### src/rtl/atm_pkg.sv
// Shared types for the ATM session controller: session states, operation
// codes and the keypad BCD digit type.
package atm_pkg;

    typedef enum logic [3:0] {
        IDLE,
        LOAD,
        PIN,
        CHECK,
        MENU,
        EXEC,
        DONE,
        EJECT,
        RETAIN
    } state_e;

    typedef enum logic [1:0] {
        OP_QUERY    = 2'b00,
        OP_WITHDRAW = 2'b01,
        OP_DEPOSIT  = 2'b10,
        OP_CANCEL   = 2'b11
    } op_e;

    typedef logic [3:0] bcd_t;

    localparam int PIN_DIGITS = 4;

endpackage

### src/rtl/atm_pin_collector.sv
// Keypad PIN collector: shifts BCD digits in from the LSB end, counts them and
// flags the strobe that delivers the final digit. Clear empties it.
module atm_pin_collector
    import atm_pkg::*;
(
    input  logic                    clk,
    input  logic                    reset,
    input  logic                    clear,
    input  logic                    digit_valid,
    input  bcd_t                    digit,
    output logic [4*PIN_DIGITS-1:0] pin_value,
    output logic                    full
);

    localparam int CNT_W = $clog2(PIN_DIGITS + 1);

    logic [4*PIN_DIGITS-1:0] pin_q, pin_d;
    logic [CNT_W-1:0]        count_q, count_d;

    // Accept digits until the PIN is complete; clear has priority over a strobe.
    always_comb begin
        pin_d   = pin_q;
        count_d = count_q;
        if (clear) begin
            pin_d   = '0;
            count_d = '0;
        end else if (digit_valid && (count_q != CNT_W'(PIN_DIGITS))) begin
            pin_d   = {pin_q[4*PIN_DIGITS-5:0], digit};
            count_d = count_q + 1'b1;
        end
    end

    // Digit register and counter.
    always_ff @(posedge clk) begin
        if (reset) begin
            pin_q   <= '0;
            count_q <= '0;
        end else begin
            pin_q   <= pin_d;
            count_q <= count_d;
        end
    end

    assign pin_value = pin_q;
    assign full      = !clear && digit_valid && (count_q == CNT_W'(PIN_DIGITS - 1));

endmodule

### src/rtl/atm_session_ctrl.sv
// ATM session controller: card detect, PIN collection and check with retry
// limit, one balance operation with write-back, eject/retain and idle timeout.
// Optional feature macro ATM_SESSION_LIMIT_EN adds a per-session withdrawal cap.
module atm_session_ctrl
    import atm_pkg::*;
#(
    parameter int CARD_WIDTH     = 6,
    parameter int PASS_WIDTH     = 16,
    parameter int BLNC_WIDTH     = 20,
    parameter int MAX_TRIES      = 3,
    parameter int TIMEOUT_CYCLES = 1000,
    parameter int SESSION_LIMIT  = 100000
)(
    input  logic                  clk,
    input  logic                  reset,
    input  logic                  card_in,
    input  logic [CARD_WIDTH-1:0] card_no,
    input  logic                  pass_flag,
    input  logic [PASS_WIDTH-1:0] password,
    input  logic [BLNC_WIDTH-1:0] balance,
    input  logic [3:0]            digit,
    input  logic                  digit_valid,
    input  logic [1:0]            op_sel,
    input  logic                  op_valid,
    input  logic [BLNC_WIDTH-1:0] amount,
    output logic                  operation_done,
    output logic [BLNC_WIDTH-1:0] update_balance,
    output logic                  eject,
    output logic                  card_retained,
    output logic                  pin_error,
    output logic                  insufficient,
    output logic                  busy
);

    localparam int TRY_W   = $clog2(MAX_TRIES + 1);
    localparam int TIMER_W = $clog2(TIMEOUT_CYCLES + 1);

    state_e                  state_q, state_d;
    logic                    card_prev_q, card_prev_d;
    logic [TRY_W-1:0]        tries_q, tries_d;
    logic [TIMER_W-1:0]      timer_q, timer_d;
    logic [BLNC_WIDTH-1:0]   shadow_q, shadow_d;
    op_e                     op_q, op_d;
    logic [BLNC_WIDTH-1:0]   amount_q, amount_d;
    logic [BLNC_WIDTH-1:0]   update_q, update_d;

    logic [4*PIN_DIGITS-1:0] pin_value;
    logic                    pin_full;
    logic                    pin_clear;
    logic                    pin_match;
    logic                    tries_last;
    logic                    any_strobe;
    logic                    timer_expired;
    logic [BLNC_WIDTH:0]     deposit_sum;
    logic                    over_limit;
    logic                    withdraw_refused;
    logic [BLNC_WIDTH-1:0]   exec_result;
    logic                    unused_ok;

    assign pin_clear = (state_q != PIN);

    atm_pin_collector u_pin (
        .clk         (clk),
        .reset       (reset),
        .clear       (pin_clear),
        .digit_valid (digit_valid),
        .digit       (digit),
        .pin_value   (pin_value),
        .full        (pin_full)
    );

    assign pin_match     = (PASS_WIDTH'(pin_value) == password);
    assign tries_last    = (tries_q == TRY_W'(MAX_TRIES - 1));
    assign any_strobe    = digit_valid || op_valid;
    assign timer_expired = (timer_q == TIMER_W'(TIMEOUT_CYCLES - 1)) && !any_strobe;

    assign deposit_sum      = {1'b0, shadow_q} + {1'b0, amount_q};
    assign withdraw_refused = (op_q == OP_WITHDRAW) && ((amount_q > shadow_q) || over_limit);

`ifdef ATM_SESSION_LIMIT_EN
    logic [BLNC_WIDTH:0]   accum_q, accum_d;
    logic [BLNC_WIDTH+1:0] accum_sum;

    assign accum_sum  = {1'b0, accum_q} + {2'b0, amount_q};
    assign over_limit = (accum_sum > (BLNC_WIDTH + 2)'(SESSION_LIMIT));
    assign unused_ok  = ^card_no;

    // Session withdrawal total: restarts every session, grows on accepted withdraws.
    always_comb begin
        accum_d = accum_q;
        if (state_q == IDLE) begin
            accum_d = '0;
        end else if ((state_q == EXEC) && (op_q == OP_WITHDRAW) && !withdraw_refused) begin
            accum_d = accum_sum[BLNC_WIDTH:0];
        end
    end

    // Accumulator register.
    always_ff @(posedge clk) begin
        if (reset) accum_q <= '0;
        else       accum_q <= accum_d;
    end
`else
    assign over_limit = 1'b0;
    assign unused_ok  = ^{card_no, (SESSION_LIMIT < 0)};
`endif

    // Result of the latched operation, applied against the shadow balance.
    always_comb begin
        exec_result = shadow_q;
        case (op_q)
            OP_WITHDRAW: exec_result = withdraw_refused ? shadow_q : (shadow_q - amount_q);
            OP_DEPOSIT:  exec_result = deposit_sum[BLNC_WIDTH] ? '1 : deposit_sum[BLNC_WIDTH-1:0];
            default:     exec_result = shadow_q;
        endcase
    end

    // State register plus session datapath registers.
    always_ff @(posedge clk) begin
        if (reset) begin
            state_q     <= IDLE;
            card_prev_q <= 1'b0;
            tries_q     <= '0;
            timer_q     <= '0;
            shadow_q    <= '0;
            op_q        <= OP_QUERY;
            amount_q    <= '0;
            update_q    <= '0;
        end else begin
            state_q     <= state_d;
            card_prev_q <= card_prev_d;
            tries_q     <= tries_d;
            timer_q     <= timer_d;
            shadow_q    <= shadow_d;
            op_q        <= op_d;
            amount_q    <= amount_d;
            update_q    <= update_d;
        end
    end

    // Next-state sequencing; card removal in PIN/MENU beats every other event.
    always_comb begin
        state_d = state_q;
        case (state_q)
            IDLE:   if (card_in && !card_prev_q) state_d = LOAD;
            LOAD:   state_d = pass_flag ? PIN : EJECT;
            PIN: begin
                if (!card_in)           state_d = IDLE;
                else if (pin_full)      state_d = CHECK;
                else if (timer_expired) state_d = EJECT;
            end
            CHECK: begin
                if (pin_match)       state_d = MENU;
                else if (tries_last) state_d = RETAIN;
                else                 state_d = PIN;
            end
            MENU: begin
                if (!card_in)           state_d = IDLE;
                else if (op_valid)      state_d = (op_e'(op_sel) == OP_CANCEL) ? EJECT : EXEC;
                else if (timer_expired) state_d = EJECT;
            end
            EXEC:    state_d = DONE;
            DONE:    state_d = EJECT;
            EJECT:   state_d = IDLE;
            RETAIN:  state_d = IDLE;
            default: state_d = IDLE;
        endcase
    end

    // Datapath updates: shadow load, op latch, retry count and idle timer.
    always_comb begin
        card_prev_d = card_in;
        tries_d     = tries_q;
        shadow_d    = shadow_q;
        op_d        = op_q;
        amount_d    = amount_q;
        update_d    = update_q;
        timer_d     = '0;
        if (((state_q == PIN) || (state_q == MENU)) && (state_d == state_q) && !any_strobe) begin
            timer_d = timer_q + 1'b1;
        end
        case (state_q)
            IDLE:  tries_d = '0;
            LOAD:  shadow_d = balance;
            CHECK: if (!pin_match) tries_d = tries_q + 1'b1;
            MENU: begin
                if (op_valid) begin
                    op_d     = op_e'(op_sel);
                    amount_d = amount;
                end
            end
            EXEC:  update_d = exec_result;
            DONE:  shadow_d = update_q;
            default: ;
        endcase
    end

    // Outputs decoded from the current state.
    always_comb begin
        operation_done = (state_q == DONE);
        update_balance = (state_q == DONE) ? update_q : '0;
        eject          = (state_q == EJECT);
        card_retained  = (state_q == RETAIN);
        pin_error      = (state_q == CHECK) && !pin_match;
        insufficient   = (state_q == EXEC) && withdraw_refused;
        busy           = (state_q != IDLE);
    end

endmodule

### config.mk
export PLATFORM = sky130hd
export DESIGN_NAME = atm_session_ctrl
export DESIGN_NICKNAME = d
export VERILOG_FILES = /design/src/rtl/atm_pkg.sv /design/src/rtl/atm_pin_collector.sv /design/src/rtl/atm_session_ctrl.sv
export SDC_FILE = /design/constraint.sdc
export NUM_CORES = 1
export LEC_CHECK = 0
export BUFFER_PORTS_ARGS = -buffer_cell sky130_fd_sc_hd__buf_2
export CAP_MARGIN = 20
export CORE_MARGIN = 2
export CORE_UTILIZATION = 45
export CTS_CLUSTER_DIAMETER = 120
export DETAILED_ROUTE_END_ITERATION = 10
export GPL_TIMING_DRIVEN = 0
export SETUP_SLACK_MARGIN = 0.4
export SLEW_MARGIN = 30
export SYNTH_ARGS = -nofsm -noshare
export SYNTH_HDL_FRONTEND = slang
export SYNTH_HIERARCHICAL = 1
export SYNTH_SLANG_ARGS = --single-unit
### constraint.sdc
create_clock -name clk -period 5 [get_ports clk]
set_input_delay 0.5 -clock clk [delete_from_list [all_inputs] [get_ports clk]]
set_output_delay 0.5 -clock clk [all_outputs]
set_load 0.1 [all_outputs]
# Word level (Yosys, flattened, before mapping)
# Index checks and enable logic that the tools add are counted.
word_totals:
  ff_bits: 98
classes:
  n_addsub: 5
  magnitude_cmp: 1
  n_eq_ne: 19
  mux: 18
  bitwise_logic: 1
  reduce_logical: 24
ops:
  columns: ["cell", "count"]
  rows:
  - ["$pmux 20 s2", 2]
  - ["$mux 20", 3]
  - ["$mux 4", 8]
  - ["$pmux 4 s7", 1]
  - ["$add 20x20->21", 1]
  - ["$gt 20x20->1", 1]
  - ["$sub 20x20->20", 1]
  - ["$eq 16x16->1", 1]
  - ["$eq 4x3->1 const B", 4]
  - ["$add 10x1->10 const B", 1]
  - ["$eq 10x10->1 const B", 1]
  - ["$logic_and 1x1->1", 10]
  - ["$eq 4x2->1 const B", 2]
  - ["$eq 2x2->1 const B", 3]
  - ["$eq 4x1->1 const B", 1]
  - ["$eq 4x4->1", 1]
  - ["$eq 4x4->1 const B", 1]
  - ["$logic_not 1->1", 4]
  - ["$logic_not 4->1", 1]
  - ["$mux 2", 2]
  - ["$ne 4x2->1 const B", 1]
  - ["$pmux 2 s2", 1]
  - ["$reduce_and 2->1", 2]
  - ["$reduce_bool 2->1", 2]
  - ["other kinds (11)", 13]

# Depth between registers and ports, before layout
# Gate-level depths: netlist of the first run.
depth:
  ltp_word: 12
  ltp_mapped: 12
  mapped_depth_nobuf: 11

# Hierarchy
# Netlist of the first run, hierarchy kept.
modules_own_cells:
  columns: ["mod", "instances", "cells_per_inst", "area_per_inst_um2", "seq_area_each_um2"]
  rows:
  - ["atm_session_ctrl", 1, 837, 6323.6, 1581.5]
  - ["atm_pin_collector", 1, 79, 895.9, 380.4]

# Worst setup path after synthesis of the first run
# OpenSTA, ideal clock, no wires.
synth_timing:
  kind: "register -> output"
  startpoint: "register state_q[2]"
  endpoint: "output port card_retained"
  arrival_time_ns: 3.650
  t_required_ns: 4.500
  slack_ns: 0.850
  path_stages_with_launch: 3
  cell_sequence: "dfxtp_1 > clkbuf_1 > nor4b_1"
synth_via:
  elab_chain_len: 1
synth_rtl:
  columns: ["element", "line_no", "text"]
  rows:
  - ["start: declaration", "atm_session_ctrl.sv:38", "state_e state_q, state_d;"]
  - ["start signal: assignment", "atm_session_ctrl.sv:130", "state_q <= state_d;"]
  - ["$eq 4x4->1", "atm_session_ctrl.sv:203", "card_retained = (state_q == RETAIN);"]
  - ["end: declaration", "atm_session_ctrl.sv:29", "output logic card_retained,"]
# Every way passes these cells.

# Worst setup path in the final report of the first run
layout_timing:
  startpoint: "register shadow_q[14]"
  endpoint: "output port insufficient"
layout_via:
  elab_chain_len: 3
layout_rtl:
  columns: ["element", "line_no", "text"]
  rows:
  - ["start: declaration", "atm_session_ctrl.sv:42", "logic [BLNC_WIDTH-1:0] shadow_q, shadow_d;"]
  - ["start signal: assignment", "atm_session_ctrl.sv:134", "shadow_q <= shadow_d;"]
  - ["$gt 20x20->1", "atm_session_ctrl.sv:78", "assign withdraw_refused = (op_q == OP_WITHDRAW) && ((amount_q > shadow_q) || over_limit);"]
  - ["$logic_and 1x1->1", "atm_session_ctrl.sv:78", null]
  - ["$logic_and 1x1->1", "atm_session_ctrl.sv:205", "insufficient = (state_q == EXEC) && withdraw_refused;"]
  - ["end: declaration", "atm_session_ctrl.sv:31", "output logic insufficient,"]
# Every way passes these cells.

==> results of run 1 <==
metal layers:
| layer | vias up | routed length [µm] |
|---|---|---|
| met5 | - | 0 |
| met4 | 0 | 507 |
| met3 | 33 | 1200 |
| met2 | 213 | 10200 |
| met1 | 3290 | 10500 |
| li1 | 3483 | - |
sequential cells by signal, summed over array words and instances, names as in the netlist:
signal,count
shadow_q,20
amount_q,20
state_q,4
op_q,2
u_pin/count_q,3
timer_q,10
update_q,20
tries_q,2
u_pin/pin_value,16
card_prev_q,1
placed cells by master (no fill, tap or decap), drive strengths merged, types with 6 or more instances in the layout:
master,netlist,layout
xor2,25,25
o21a,6,6
nor3b,7,7
or3b,20,20
mux2,6,6
xnor2,23,23
dfxtp,98,98
mux2i,38,38
and2,24,24
or3,11,11
a31oi,8,8
nor2b,13,13
clkbuf,32,42
ha,47,47
inv,52,56
nand3,23,23
nand2,79,79
nor4,9,9
a2111oi,8,8
nor3,28,28
a211oi,25,25
o211ai,7,7
a21o,8,8
nand2b,14,14
a221oi,9,9
o21ai,44,44
buf,20,113
nor2,88,88
a21oi,63,63
and3,10,10
metrics by stage:
stage	hold WS, ps	cells	power [mW]	util [%]
after detailed placement	452	1225	1.51	50.4
after CTS	363	1241	2.21	52.2
after global placement	445	1225	1.52	50.4
after floorplan	426	916	1.33	-
final	368	1241	2.22	52.2
after global routing	372	1241	2.32	52.2
path summary, 6_finish.rpt:
| path | to | depth (start not counted) |
|---|---|---|
| min reg2reg | timer_q[0] | 1 |
| max | insufficient | 8 |
| min | amount_q[10] | 3 |
| max reg2reg | update_q[11] | 10 |
final cells by class:
class,count,share of cell area (%)
plain buffers,52,2.95
inverters,52,2.40
clock inverters,6,0.653
flip-flops and latches,98,23.8
well taps,216,3.28
multi-input cells,714,58.5
repair buffers,93,5.65
clock buffers,10,2.78
where the power goes:
group          total, mW  switching (mW)  internal (mW)
sequential         0.841          0.0374          0.804
clock              0.702           0.354          0.349
combinational      0.674           0.407          0.267
kinds of logic after synthesis:
kind of cell,after synthesis,share of synthesized area (%)
compound gates,228,21.4
xor+xnor,48,5.82
fa+ha+maj,49,8.70
buf+inv,104,6.10
flops,98,27.2
mux,44,6.20
simple gates,345,24.6
worst min-delay path, delay by kind of cell:
family	cells	cell delay [ps]
compound gates	1	50
buf+inv	1	90
simple gates	1	40
==> results.md, run 1 <==
GRT:
- The pin count of the biggest net entering global routing is 19.
- The met3 demand-to-capacity share in global routing is 3.38%.
- The global routing met2 resource utilization is a little over two fifths.
- The first global-routing pass estimated 34800 µm of wire.
- The layer with the highest usage is met2.
- The total track usage is 26.5%.
- The via count of the first global-routing pass was 6483.
- The met1 demand-to-capacity share in global routing is 36.9%.
- The initial antenna violation count is 0.
- For this run the aggregate overflow at the end of global routing stands at 0.

CTS:
- Counting along the longest clock path gives a buffer depth of 2.
- The root buffer cell is sky130_fd_sc_hd__clkbuf_16.
- The count of hold buffers inserted by post-cts repair is 0.
- Once the clock tree was built, the resizer swapped 0 gates to a different size.
- The CTS buffer count is 9.
- The number of clock sinks is 98.
- Clock latency on the worst-skew pair, taken at its later pin, is 360 ps.
- The clock slew seen by the registers of the worst setup and hold paths is 80 ps.
- The clock tree from TritonCTS is built.
- The clock tree synthesis step divided the H-tree into 3 levels.
- The post-CTS setup buffer count is 0.

Yosys:
- In this run, synthesis produced a sequential element count of 98.
- The proportion of netlist area held by the largest area contributor is 27.2%.
- By area the synthesized netlist is led by sky130_fd_sc_hd__dfxtp_1 27%, sky130_fd_sc_hd__ha_1 8.1%, sky130_fd_sc_hd__mux2i_1 5.3%.
- The cell area that synthesis handed to floorplanning was 7220 µm².
- The number of synthesized flops with an enable pin is 0.
- Summing the sequential cell areas from Yosys gives around 27% of the chip area.
- The number of distinct library cell variants in the gate-level netlist after synthesis is 75.
- Of all cell types, the one taking the most synthesized area is sky130_fd_sc_hd__dfxtp_1.
- Synthesis produced a netlist with a net count of 1039.
- Counting flops with an async set or reset pin after synthesis yields a share of 0%.
- The warning count from the yosys run is 6.
- The average instance area after synthesis is 7.88 µm².
- The primary flip-flop cell chosen by synthesis mapping is sky130_fd_sc_hd__dfxtp_1.
- Among all cell types in the netlist, the one instantiated most often is sky130_fd_sc_hd__dfxtp_1.
- The count of mapped cells out of synthesis is just over 900.
- In the synthesized netlist, the cells that appear most often are 98 x sky130_fd_sc_hd__dfxtp_1, 88 x sky130_fd_sc_hd__nor2_1, 78 x sky130_fd_sc_hd__nand2_1.

Min path:
- The type of the worst min-delay path is primary input to register.
- The start point of the worst min-delay path is amount[10].

Power and ir drop:
- In this run the static leakage power is 3.41 nW.
- The power density of the placed cells is 269 nW/µm².
- Across the VDD grid, the largest voltage drop is 0.189 mV.

Worst setup path:
- The worst setup path is captured at a primary output.
- The most common cell type on the critical path is sky130_fd_sc_hd__buf_2.
- STA classifies the critical path startpoint as a register.
- The buffering stage count on the worst path with inverters included is 2.
- The critical path goes through ha_1 -> buf_2 -> nand2_1 -> o21ai_0 -> a2111oi_4 -> nand2_2 -> nor2_1 -> buf_2.
- The classification of the worst setup path is register to primary output.
- The critical path starts at shadow_q[14].
- The master of the slowest instance on the critical path is sky130_fd_sc_hd__a2111oi_4.
- The category of cells accounting for the largest share of critical-path delay is compound AO/OA/AOI/OAI gates.
- The startpoint of the lowest-slack register-to-register path is shadow_q[16].
- Across all register-to-register paths, the minimum setup slack is 1500 ps.
- At the worst endpoint, the arrival time is about 3400 ps.
- The delay of the slowest cell on the worst path is between 700 and 800 ps.
- The required time at the worst-slack endpoint is 4500 ps.
- The largest fanout of any net on the critical path is 8.

Drt:
- The detailed-routing iteration count for the pre-antenna-repair pass is 5.
- The vias per cell is 5.66.
- The violation count after the first detailed-route iteration is 541.
- The number of DRC violations after detailed routing is 0.
- In this run the remaining antenna-violating nets after routing total 0.
- The via total after detailed routing is 7019.
- The routed wirelength normalized by instance count is 18.0 µm.
- After detailed routing, the total wire length is 22400 µm.

Floorplan:
- The area of the die is 17100 µm².
- From bottom edge to top edge, the die measures 131 µm.
- The number of standard-cell rows in the floorplan is 46.
- The core region is ~16000 µm².
- In this run the horizontal extent of the chip is between 100 and 150 µm.
- The initial utilization of the core area, before any placement, comes to 45.8%.
- 100 I/O pins were placed.

Timing:
- Measured against its own limit, the worst slew margin works out to between 30% and 40%.
- Setup repair after global routing left no endpoint under its margin.
- The worst path uses 77.4% of the clock period.
- The final critical delay including setup and external delays is between 3000 and 4000 ps.
- Timing would allow up to 258 MHz.
- The actual slew at the worst max-slew pin is 896 ps.
- After layout, the worst setup slack is 1130 ps.
- The count of final max-slew check failures is 0.
- The final count of negative-setup-slack endpoints is 0.
- Across the routed clock network, the largest skew measured is between 7 and 8 ps.
- The final setup TNS is 0 ps.
- The final hold violation count is 0.

Status:
- The flow ran to the end, and the final reports show no timing, DRC or antenna violations.

Final layout:
- The net count of the finished layout is 1143.
- The number of filler instances in the final layout is 1657.
- The final instance area is ~8000 µm².
- Summing all flip-flop and latch instances after layout gives 1960 µm².
- Of the cells placed in the final design, the portion with a size suffix greater than 1 is 14.6%.
- Compared with the post-synthesis result, the final layout area differs by 14.1%.
- The multi-input combinational cells in the finished layout cover a total of 4820 µm².
- The number of antenna diodes in the final layout is 0.

Placed design:
- Once placement finished, the instance area stood at 7960 µm².
- At the end of routability-driven placement, the weighted congestion stood at between 0.9 and 1.
- The number of input and output port buffers inserted is 93.
- OpenSTA, run right after detailed placement, puts the worst setup slack at 1540 ps.
- The final HPWL from detailed placement is 17200 µm.

Job:
- The max-cap check violation count is 0.
Note: power is estimated with default switching activity, not from simulation.
==> run 2, diff against run 1 <==
==> constraint.sdc (replaced) <==
create_clock -name clk -period 4 [get_ports clk]
set_input_delay 0.4 -clock clk [delete_from_list [all_inputs] [get_ports clk]]
set_output_delay 0.4 -clock clk [all_outputs]
set_load 0.1 [all_outputs]
==> results.md, run 2 (synthesis gave the netlist of run 1 again) <==
Floorplan:
- The die width is 131 µm (unchanged).
- The core area is 15800 µm² (unchanged).
- The starting utilization of the core area is 45.8% (unchanged).
- The die span in y was 131 µm (unchanged).
- The number of standard-cell rows in the floorplan is 46 (unchanged).
- The count of pins on the block boundary is 100 (unchanged).
- The area of the die is 17100 µm² (unchanged).

Worst setup path:
- The critical register-to-register path endpoint was update_q[6] (was update_q[11]).
- The startpoint of the lowest-slack register-to-register path is shadow_q[0] (was shadow_q[16]).
- The total number of cells along the worst setup path is 10 (was 8).
- The delay of the slowest cell on the worst path was 430 ps (was 730 ps).
- The number of cells on the worst reg-to-reg path came to 11 (was 10).
- The classification of the worst setup path is register to primary output (unchanged).
- The endpoint arrival time on the critical path is 3010 ps (was 3370 ps).
- The slack of the worst reg-to-reg path was 670 ps (was 1500 ps).
- The startpoint type of the worst setup path is a register (unchanged).
- The type of element capturing the critical path was a primary output (unchanged).
- The master of the slowest instance on the critical path is sky130_fd_sc_hd__a211o_4 (was sky130_fd_sc_hd__a2111oi_4).
- The required time at the worst-slack endpoint is 3600 ps (was 4500 ps).
- The category of cells accounting for the largest share of critical-path delay is compound AO/OA/AOI/OAI gates (unchanged).
- The largest fanout of any net on the critical path is 8 (unchanged).
- The buffering stage count on the worst path with inverters included is 2 (unchanged).
- Critical-path cell list: inv_1 -> ha_1 -> fa_1 -> nand2b_1 -> a21oi_1 -> o211ai_1 -> a211o_4 -> nand2_4 -> nor2_1 -> buf_4 (was ha_1 -> buf_2 -> nand2_1 -> o21ai_0 -> a2111oi_4 -> nand2_2 -> nor2_1 -> buf_2).

CTS:
- The clock tree from TritonCTS is built (unchanged).
- The CTS buffer count is 9 (unchanged).
- The count of hold buffers inserted by post-cts repair is 0 (unchanged).
- The root buffer cell is sky130_fd_sc_hd__clkbuf_16 (unchanged).
- The number of clock sinks is 98 (unchanged).
- The clock slew seen by the registers of the worst setup and hold paths is 70 ps (was 80 ps).
- The number of buffers on the longest clock path was 2 (unchanged).
- The total number of H-tree levels is 3 (unchanged).
- The later-pin clock latency in the skew report is 350 ps (was 360 ps).

Power and ir drop:
- The net switching power is 980 µW (was 798 µW).
- The power share of the clock group was 34.2% (was 31.7%).
- The switching part of the total is 33.9% (was 36.0%).
- The internal cell power is 1.91 mW (was 1.42 mW).
- The portion of total power attributed to combinational logic is 29.3% (was 30.4%).
- The worst voltage drop across the vdd grid is 0.221 mV (was 0.189 mV).
- The power density of the placed cells is 347 nW/µm² (was 269 nW/µm²).
- The leakage power of the design is 3.46 nW (was 3.41 nW).
- The register share of total power is 36.4% (was 37.9%).

Final layout:
- Largest registers: amount_q: 20 flops, shadow_q: 20 flops, update_q: 20 flops (unchanged).
- The final instance area is 8320 µm² (was 8240 µm²).
- The area growth from synthesis to final layout came to 15.3% (was 14.1%).
- The commonest non-fill, non-tap cell in the layout is sky130_fd_sc_hd__buf_2 (unchanged).
- Leading cell types in the layout, fill and taps excluded: 106 x sky130_fd_sc_hd__buf_2, 98 x sky130_fd_sc_hd__dfxtp_1, 88 x sky130_fd_sc_hd__nor2_1 (was 107 x sky130_fd_sc_hd__buf_2, 98 x sky130_fd_sc_hd__dfxtp_1, 88 x sky130_fd_sc_hd__nor2_1).
- The number of nets in the final layout was 1144 (was 1143).
- The share of layout cells above drive strength 1 is 15.0% (was 14.6%).
- The count of inserted antenna diode cells is 0 (unchanged).

Min path:
- The type of the worst min-delay path is primary input to register (unchanged).
- The destination of the worst hold path is amount_q[1] (was amount_q[10]).
- The start point of the worst min-delay path is amount[1] (was amount[10]).
- The count of cells along the worst hold path was 3 (unchanged).

GRT:
- The total track usage is 26.3% (was 26.5%).
- The global-route wire length before repair was 35000 µm (was 34800 µm).
- The initial antenna violation count is 0 (unchanged).
- The overall overflow remaining after global route is 0 (unchanged).
- The pin count of the biggest net entering global routing is 17 (was 19).
- The via count of the first global-routing pass came to 6593 (was 6483).

Timing:
- The count of final max-slew check failures is 0 (unchanged).
- The final hold violation count was 0 (unchanged).
- The final setup TNS is 0 ps (unchanged).
- The share of the clock period used by the worst path is a little under nine tenths.
- The minimum setup slack in the final design was 591 ps (was 1130 ps).
- The actual slew at the worst max-slew pin is 878 ps (was 896 ps).
- Unrepaired setup endpoints after global routing: false (unchanged).
- The final clock skew is 10.0 ps (was 7.27 ps).
- For the finished layout, the period the worst path requires is 3410 ps.
- The final count of negative-setup-slack endpoints is 0 (unchanged).
- The upper clock frequency limit is 293 MHz.
- The max-slew headroom at the worst pin is 40.9% (was 39.7%).

Drt:
- The routed wirelength normalized by instance count is 17.9 µm (was 18.0 µm).
- The detailed-routing iteration count for the pre-antenna-repair pass came to 6 (was 5).
- The wire length reported by the detailed router is 22200 µm (was 22400 µm).
- The number of DRC violations after detailed routing is 0 (unchanged).
- The violation count after the first detailed-route iteration came to 575 (was 541).
- The vias per cell came to 5.65 (was 5.66).
- The post-route antenna net violation count was 0 (unchanged).
- The via total after detailed routing is 7013 (was 7019).

Placed design:
- The placement-stage cell area was 7960 µm² (about the same).
- The worst setup timing slack at the placement stage was 616 ps (was 1540 ps).
- The routability-driven placement congestion ratio is 0.956 (was 0.951).
- The final HPWL from detailed placement is 17000 µm (was 17200 µm).
- The number of input and output port buffers inserted came to 93 (unchanged).

Status:
- Status: complete, no violations (unchanged).

Job:
- The max-cap check violation count came to 0 (unchanged).
## run 2: cell type report
class,instances,area [µm²]
clock buffers,10,239
flip-flops and latches,98,1960
clock inverters,5,85.1
plain buffers,52,244
repair buffers,94,475
fillers,1591,7450
well taps,216,270
inverters,52,198
multi-input cells,714,4850
## run 2: timing repair
item / CTS / global route
pin swaps: 1 / 0
endpoints found under the setup margin: 1 / 12
gates resized for setup: 0 / 8
setup buffers: 1 / 0
## run 2: worst min-delay path, delay by kind of cell
kind | cells | cell delay, ps
buf+inv | 1 | 90
compound gates | 1 | 50
simple gates | 1 | 40
## run 2: routing by layer
metal / part of all wire, % / routed length [µm] / global-route usage (%) / up-vias
met5: 0 / 0 / 0 / -
met4: 1.7 / 372 / 7.07 / 0
met3: 5.9 / 1300 / 3.50 / 32
met2: 46 / 10200 / 43.4 / 236
met1: 47 / 10400 / 36.4 / 3253
li1: - / - / - / 3492
## run 2: power groups by stage
stage / logic [mW] / registers, mW / clock network, mW
after floorplan: 0.610 / 1.05 / 0
final: 0.847 / 1.05 / 0.988
after CTS: 0.823 / 1.05 / 0.996
after global placement: 0.822 / 1.07 / 0
after global routing: 0.921 / 1.06 / 1.04
after detailed placement: 0.816 / 1.07 / 0
## run 2: how the worst max path moves through the flow
stage | endpoint | from
finish | insufficient | shadow_q[0]
global route | insufficient | shadow_q[10]
global placement | update_q[11] | shadow_q[16]
floorplan | insufficient | amount_q[15]
CTS | insufficient | shadow_q[0]
detailed placement | timer_q[9] | state_q[1]
## run 2: metrics by stage
stage               total power, mW  cells  utilization [%]  hold WS [ps]
finish                         2.89   1241             52.8           278
global route                   3.01   1241             52.8           287
CTS                            2.87   1241             52.6           271
detailed placement             1.89   1225             50.5           448
global placement               1.89   1225             50.5           442
floorplan                      1.66    916                -           426
